$ cat src/rtl/writeback_arbiter.sv
// writeback_arbiter: N-channel register-file writeback arbiter.
// Each producer channel feeds its own FIFO. One FIFO head is popped per cycle
// by round-robin, and the popped entry drives a registered register-file write port.
// Writes to x0 and non-writing entries are consumed without raising rd_load.
// Optional build macro WRITEBACK_FORWARD_EN adds a combinational view of the
// entry being popped (fwd_valid/fwd_addr/fwd_data) for the decode bypass.
module writeback_arbiter #(
    parameter int NCHAN = 2,
    parameter int DEPTH = 4,
    parameter int XLEN  = 32,
    parameter int AW    = 5
) (
    input  logic                                  aclk,
    input  logic                                  aresetn,
    input  logic [NCHAN-1:0]                      s_tvalid,
    output logic [NCHAN-1:0]                      s_tready,
    input  logic [NCHAN-1:0]                      s_we,
    input  logic [NCHAN*AW-1:0]                   s_addr,
    input  logic [NCHAN*XLEN-1:0]                 s_data,
    output logic                                  rd_load,
    output logic [AW-1:0]                         rd_addr,
    output logic [XLEN-1:0]                       rd_data,
    output logic [NCHAN*($clog2(DEPTH)+1)-1:0]    level,
    output logic                                  busy
`ifdef WRITEBACK_FORWARD_EN
    ,
    output logic                                  fwd_valid,
    output logic [AW-1:0]                         fwd_addr,
    output logic [XLEN-1:0]                       fwd_data
`endif
);

    localparam int PW = $clog2(DEPTH);            // FIFO pointer width
    localparam int LW = PW + 1;                   // occupancy width (0..DEPTH)
    localparam int EW = 1 + AW + XLEN;            // stored entry {we, addr, data}
    localparam int GW = (NCHAN > 1) ? $clog2(NCHAN) : 1;

    logic [EW-1:0]    head [NCHAN];
    logic [NCHAN-1:0] not_empty;
    logic [NCHAN-1:0] push;
    logic [NCHAN-1:0] pop;

    logic             grant_valid;
    logic [GW-1:0]    grant_idx;
    logic [GW-1:0]    cand_idx;
    logic [GW-1:0]    rr_q, rr_d;

    logic [EW-1:0]    head_sel;
    logic             head_we;
    logic [AW-1:0]    head_addr;
    logic [XLEN-1:0]  head_data;

    logic             rd_load_q, rd_load_d;
    logic [AW-1:0]    rd_addr_q, rd_addr_d;
    logic [XLEN-1:0]  rd_data_q, rd_data_d;

    // Per-channel FIFOs. Ready depends only on the registered count, so a full
    // FIFO refuses a beat even in a cycle where its head is popped.
    for (genvar gi = 0; gi < NCHAN; gi++) begin : g_chan
        logic [EW-1:0] mem [DEPTH];
        logic [PW-1:0] wr_ptr_q, wr_ptr_d;
        logic [PW-1:0] rd_ptr_q, rd_ptr_d;
        logic [LW-1:0] cnt_q, cnt_d;

        assign s_tready[gi]          = (cnt_q != LW'(DEPTH));
        assign push[gi]              = s_tvalid[gi] & s_tready[gi];
        assign not_empty[gi]         = (cnt_q != '0);
        assign pop[gi]               = grant_valid & (grant_idx == GW'(gi));
        assign head[gi]              = mem[rd_ptr_q];
        assign level[gi*LW +: LW]    = cnt_q;

        // Pointer and occupancy update; pointers wrap naturally at DEPTH.
        always_comb begin
            wr_ptr_d = wr_ptr_q + PW'(push[gi]);
            rd_ptr_d = rd_ptr_q + PW'(pop[gi]);
            cnt_d    = cnt_q + LW'(push[gi]) - LW'(pop[gi]);
        end

        // Pointer and occupancy registers; reset empties the FIFO.
        always_ff @(posedge aclk or negedge aresetn) begin
            if (!aresetn) begin
                wr_ptr_q <= '0;
                rd_ptr_q <= '0;
                cnt_q    <= '0;
            end else begin
                wr_ptr_q <= wr_ptr_d;
                rd_ptr_q <= rd_ptr_d;
                cnt_q    <= cnt_d;
            end
        end

        // Entry storage; contents need no reset because the count gates them.
        always_ff @(posedge aclk) begin
            if (push[gi]) begin
                mem[wr_ptr_q] <= {s_we[gi], s_addr[gi*AW +: AW], s_data[gi*XLEN +: XLEN]};
            end
        end
    end

    // Round-robin search: scanning from farthest to nearest lets the first
    // non-empty channel after the pointer win.
    always_comb begin
        grant_valid = 1'b0;
        grant_idx   = '0;
        cand_idx    = '0;
        for (int k = NCHAN; k >= 1; k--) begin
            cand_idx = GW'((int'(rr_q) + k) % NCHAN);
            if (not_empty[cand_idx]) begin
                grant_valid = 1'b1;
                grant_idx   = cand_idx;
            end
        end
    end

    assign head_sel  = head[grant_idx];
    assign head_we   = head_sel[EW-1];
    assign head_addr = head_sel[XLEN +: AW];
    assign head_data = head_sel[XLEN-1:0];

    // Output-stage next state: load only for real writes to a non-zero register,
    // address/data follow every pop and hold otherwise.
    always_comb begin
        rr_d      = grant_valid ? grant_idx : rr_q;
        rd_load_d = grant_valid & head_we & (head_addr != '0);
        rd_addr_d = grant_valid ? head_addr : rd_addr_q;
        rd_data_d = grant_valid ? head_data : rd_data_q;
    end

    // Arbiter pointer and write-port registers; pointer resets so channel 0 wins first.
    always_ff @(posedge aclk or negedge aresetn) begin
        if (!aresetn) begin
            rr_q      <= GW'(NCHAN - 1);
            rd_load_q <= 1'b0;
            rd_addr_q <= '0;
            rd_data_q <= '0;
        end else begin
            rr_q      <= rr_d;
            rd_load_q <= rd_load_d;
            rd_addr_q <= rd_addr_d;
            rd_data_q <= rd_data_d;
        end
    end

    assign rd_load = rd_load_q;
    assign rd_addr = rd_addr_q;
    assign rd_data = rd_data_q;
    assign busy    = (|level) | rd_load_q;

`ifdef WRITEBACK_FORWARD_EN
    // Early view of the write that will appear on the port next cycle.
    assign fwd_valid = rd_load_d;
    assign fwd_addr  = head_addr;
    assign fwd_data  = head_data;
`endif

endmodule
$ cat config.mk
export PLATFORM = sky130hd
export DESIGN_NAME = writeback_arbiter
export DESIGN_NICKNAME = d
export VERILOG_FILES = /design/src/rtl/writeback_arbiter.sv
export SDC_FILE = /design/constraint.sdc
export NUM_CORES = 1
export LEC_CHECK = 0
export CAP_MARGIN = 20
export CORE_MARGIN = 2
export CORE_UTILIZATION = 45
export DETAILED_ROUTE_END_ITERATION = 8
export PLACE_DENSITY = 0.65
export SLEW_MARGIN = 20
export SYNTH_ARGS = -nofsm -noshare
export SYNTH_HDL_FRONTEND = slang
export SYNTH_SLANG_ARGS = --single-unit
$ cat constraint.sdc
create_clock -name aclk -period 7.35 [get_ports aclk]
set_clock_uncertainty 0.1 [all_clocks]
set_input_delay 1.47 -clock aclk [delete_from_list [all_inputs] [get_ports aclk]]
set_output_delay 1.47 -clock aclk [all_outputs]
set_load 0.005 [all_outputs]
**Word level (Yosys, flattened, before mapping)**

Memory sizes are Yosys's and may differ from the RTL's.
Cells that the tools add are included.

- Reduce and logical (&&, ||, !) cells: 4
- Eq/ne operators: 2
- Bitwise gates (word level): 9
- Add/subtract/negate cells: 10
- Muxes and demuxes: 15
- $lt $le $gt $ge: 3

Operators with widths:

| operator | count |
|---|---|
| 2-to-1 mux 38 bit | 3 |
| 2-to-1 mux 1 bit | 12 |
| adder 2 x 1 -> 2 bit | 4 |
| adder 3 x 1 -> 3 bit | 2 |
| bitwise AND 1 bit | 6 |
| inequality test 3 bit (second input constant) | 2 |
| nonzero test 3 bit | 2 |
| OR reduction 6 bit | 1 |
| subtractor 3 x 1 -> 3 bit | 2 |
| nonzero test 5 bit | 1 |
| < comparator 1 x 2 -> 1 bit (second input constant) | 2 |
| adder 1 bit (second input constant) | 2 |
| greater-or-equal comparator 2 bit (second input constant) | 1 |
| NOT 1 -> 2 bit | 1 |
| NOT 1 bit | 1 |
| OR 1 bit | 1 |

- Memories: 2
- RAM bits: 304
- Register bits after elaboration: 53

Memories:

| memory | depth | width | read ports | clocked after memory_dff | write ports | RTL line | RTL |
|---|---|---|---|---|---|---|---|
| g_chan[0].mem | 4 | 38 | 1 | 0 | 1 | 60 | `logic [EW-1:0] mem [DEPTH];` |
| g_chan[1].mem | 4 | 38 | 1 | 0 | 1 | 60 |  |

**Depth between registers and ports, before layout**

- Word-level depth: 11
- Gate-level depth with buffers: 11
- Mapped depth without buffers: 9

**Worst setup path before layout**

No wires, ideal clock.

- Path kind: input to register
- Start: in s_tvalid[0]
- End: mem g_chan[0].mem[0][0] (netlist name), enable pin
- Buffers on the path: 0
- Data arrival time: 4.641 ns
- Slack: 2.120 ns
- Stages: 2
- Setup time: 0.488 ns
- Path through: a21boi_1 > nor3b_1

- Word-level cells in the longest chain between the ends: 3

RTL lines:

| item | RTL line | RTL |
|---|---|---|
| start, declared | 15 | `input logic [NCHAN-1:0] s_tvalid,` |
| bitwise AND 1 bit | 66 | `assign push[gi] = s_tvalid[gi] & s_tready[gi];` |
| 2-to-1 mux 1 bit | 94 | `if (push[gi]) begin` |
| 2-to-1 mux 1 bit (implied by the code) | 95 | `mem[wr_ptr_q] <= {s_we[gi], s_addr[gi*AW +: AW], s_data[gi*XLEN +: XLEN]};` |
| end, declared | 60 |  |

Every way passes these cells.

**Final worst setup path**

- Start: reg g_chan[0].cnt_q[2]
- End: out busy

- Word-level cells in the longest chain between the ends: 2

RTL lines:

| item | RTL line | RTL |
|---|---|---|
| start, declared | 63 | `logic [LW-1:0] cnt_q, cnt_d;` |
| start signal, assigned | 88 | `cnt_q <= cnt_d;` |
| OR reduction 6 bit | 147 | `assign busy = (\|level) \| rd_load_q;` |
| OR 1 bit | 147 |  |
| end, declared | 24 | `output logic busy` |

Every way passes these cells.

==> metrics.md <==
| Metric | Value |
|---|---|
| Maxcap violations | `0` |
| Routed Antenna Nets | `0` |
| Setup_tns | `0 ps` |
| Cts repair resizes | `0` |
| Worst setup SP type | `flip-flop` |
| Fill cell count | `2236` |
| CP Data Arrival Time | `2010 ps` |
| Worst EP required | `5780 ps` |
| Ys async rst share | `0.148` |
| Fmax | `roughly 0.28 GHz` |
| Hold buffer count at cts | `0` |
| Die ar. | `0.0315 sq mm` |
| CP Cell Sequence | `nor3_2, nand3_1, clkdlybuf4s50_1` |
| Register area | `0.0105 sq mm` |
| Post-route minimum period | `3580 ps` |
| Crit path max fanout | `8` |
| Fin nets | `907` |
| Global route overflow | `0` |
| Drt wl/cell | `roughly 22 um` |
| Top Ports | `about 130` |
| P per Cell Area | `~420 mW/mm^2` |
| Post-synthesis sequential area ratio | `0.772` |
| Post-synth EDFFs | `304` |
| Die X | `177 um` |
| Worst setup path class | `flip-flop to primary output` |
| Largest net degree at the start of global routing | `75` |
| Synthesis-stage register bit count | `roughly 360` |
| Yosys warns | `0` |
| Ys flop type | `edfxtp_1` |
| DRT Pass-1 Iters | `4` |
| Multi-input logic area | `0.00285 sq mm` |
| FP Rows | `63` |
| Detailed-route via count | `6801` |
| Synthesized area | `0.0135 sq mm` |
| Routability cong. | `0.863` |
| ANT cells | `0` |
| Final Hold Fails | `0` |
| Slew HR | `0.290` |
| Root Driver | `clkbuf_16` |
| Vias in the first global route | `7134` |
| Leak | `5.64 nW` |
| Share of cells above drive strength 1 | `0.187` |
| Clk pin slew, worst setup/hold paths | `60 ps` |
| Number of buffers created by CTS | `37` |
| Dpl hpwl | `17500 um` |
| Htree depth | `2` |
| CTS tree | `done` |
| Slowest cell on crit path | `dfrtp_1` |
| Clk buf depth | `3` |
| Skew-Pair Late Insertion Delay | `520 ps` |
| WL final | `27200 um` |
| Worst Max-Slew Pin Slew | `1070 ps` |
| Slowest cell delay on critical path | `490 ps` |
| Setup Viol. Count Final | `0` |
| Drc violations | `0` |
| Die Y | `177 um` |
| Initial Util | `0.457` |
| Syn_nets | `763` |
| Gr usage total | `0.176` |
| CTS sink cnt | `357` |
| Endpoint class of the critical path | `primary output` |
| Crit path buf inv count | `1` |
| CP top delay family | `simple AND/OR/NAND/NOR gates` |
| Synth cell types | `36` |
| Syn Area/Cell | `between 20 and 25 sq um` |
| Post CTS Setup Buffer Count | `0` |
| Initial antenna violation count | `0` |
| Hold WC Path Type | `flip-flop to flip-flop` |
| First-pass GRT wire length | `41100 um` |
| Tcrit/Tclk final | `0.488` |
| RSZ-0062 raised after global routing | `false` |
| Area Overhead vs Synth | `21.7%` |
| Initial DRC count | `618` |
| Peak VDD IR | `252 uV` |
| Outcome | `complete, no violations` |
| Cells after Synth | `approximately 670` |
| Total core area | `0.0296 sq mm` |
| Port buffer count | `~130` |
| Final slew viol count | `0` |
| Hold WS | `458 ps` |
| Vias per cell | `5.50` |
[final cells by class]
type	instances	share of cell area
sequential	357	0.635
multi-input combinational	275	0.173
timing repair buffer	137	0.0844
clock buffer	45	0.0606
tap	390	0.0296
clock inverter	22	0.0156
inverter	10	0.00258
[state kept, by name, indices dropped and copies added, names as in the netlist]
name / count
g_chan.mem: 304
rd_data: 32
g_chan.cnt_q: 6
rd_addr: 5
g_chan.rd_ptr_q: 4
g_chan.wr_ptr_q: 4
rd_load: 1
rr_q: 1
[worst paths after layout]
kind	startpoint	end	slack [ps]	depth (start not counted)
max	g_chan[0].cnt_q[2]$_DFF_PN0_	busy	3770	3
min	rd_addr[2]$_DFFE_PN0N_	rd_addr[2]$_DFFE_PN0N_	460	2
max reg2reg	g_chan[1].cnt_q[2]$_DFF_PN0_	g_chan[0].cnt_q[2]$_DFF_PN0_	4590	9
min reg2reg	rd_addr[2]$_DFFE_PN0N_	rd_addr[2]$_DFFE_PN0N_	460	2
max in group asynchronous	aresetn	g_chan[1].rd_ptr_q[0]$_DFF_PN0_	5660	2
min in group asynchronous	aresetn	rd_data[4]$_DFFE_PN0N_	990	2
[worst reg2reg max path: cells and delay by family, from the launching register on]
kind | cells | cell delay, ps
buffers and inverters | 1 | 180
xor gates and xnor gates | 2 | 320
adders and majority gates | 2 | 590
and+or+nand+nor | 4 | 1010
DFF | 1 | 430
[cell families (layout without fill, tap and decap cells)]
logic type | count (synthesis) | after routing | synth area share
DFF | 357 | 357 | 0.772
and+or+nand+nor | 133 | 133 | 0.0409
muxes | 79 | 79 | 0.129
AOI/OAI and AO/OA | 46 | 46 | 0.0226
buffers and inverters | 42 | 214 | 0.0209
adders and majority gates | 9 | 9 | 0.00943
xor gates and xnor gates | 8 | 8 | 0.00518
[placed cells by master, fill, tap and decap left out, types with 2 or more instances in the layout]
cell type	count
nand3_1	3
a31oi_1	34
o21ai_0	3
bufinv_16	6
clkinv_2	6
ha_1	7
nor3b_2	2
edfxtp_1	304
xor2_1	6
nor3_2	2
clkbuf_16	39
mux2i_1	3
nand2_1	74
nor2_1	40
inv_6	2
xnor2_1	2
nor2_4	3
or3_1	2
dfrtp_1	50
dfrtp_2	2
clkinv_1	8
and3_2	2
clkdlybuf4s50_1	125
buf_16	2
buf_4	8
mux4_2	76
inv_1	9
fa_1	2
clkbuf_1	6
a21oi_1	3
[synthesized netlist by cell type, types with 2 or more instances]
cell type	number	area share
dfrtp_1	52	0.096
nor2_1	43	0.012
buf_4	3	0.0017
inv_1	9	0.0025
mux2i_1	3	0.0022
nor3_1	2	0.00074
fa_1	2	0.0030
edfxtp_1	304	0.67
xnor2_1	2	0.0013
and3_1	2	0.00092
or3_1	2	0.00092
buf_2	12	0.0044
a21oi_1	3	0.0011
nand3_1	3	0.0011
xor2_1	6	0.0039
nand2_1	75	0.021
mux4_2	76	0.13
clkbuf_1	4	0.0011
ha_1	7	0.0065
buf_6	12	0.010
o21ai_0	3	0.0011
a31oi_1	34	0.016
nor3b_1	2	0.0011
[metal layers]
| layer | share of wire | wire (um) | vias up | GRT usage |
|---|---|---|---|---|
| met2 | 0.50 | 13700 | 255 | 0.298 |
| met3 | 0.078 | 2110 | 42 | 0.0437 |
| met1 | 0.40 | 10800 | 3546 | 0.229 |
| met5 | 0 | 0 | - | 0 |
| met4 | 0.021 | 569 | 0 | 0.0482 |
| li1 | - | - | 2958 | - |
[power breakdown]
group	switching (mW)	internal, mW	leakage [nW]
clock	0.732	1.18	0.613
sequential	0.238	2.75	3.41
combinational	1.09	0.992	1.62
total	2.06	4.92	5.64
[per-stage QoR]
| stage | std cells | cell area (sq um) | worst slack [ps] | total power, mW | utilization |
|---|---|---|---|---|---|
| floorplan | 674 | 13500 | 2120 | 4.35 | - |
| global placement | 1166 | 15100 | 3400 | 5.04 | 0.511 |
| detailed placement | 1169 | 15200 | 3440 | 5.15 | 0.514 |
| CTS | 1236 | 16500 | 3800 | 7.08 | 0.556 |
| global route | 1236 | 16500 | 3670 | 7.33 | 0.556 |
| finish | 1236 | 16500 | 3770 | 6.98 | 0.556 |
Power figures use the tool's default switching activity.
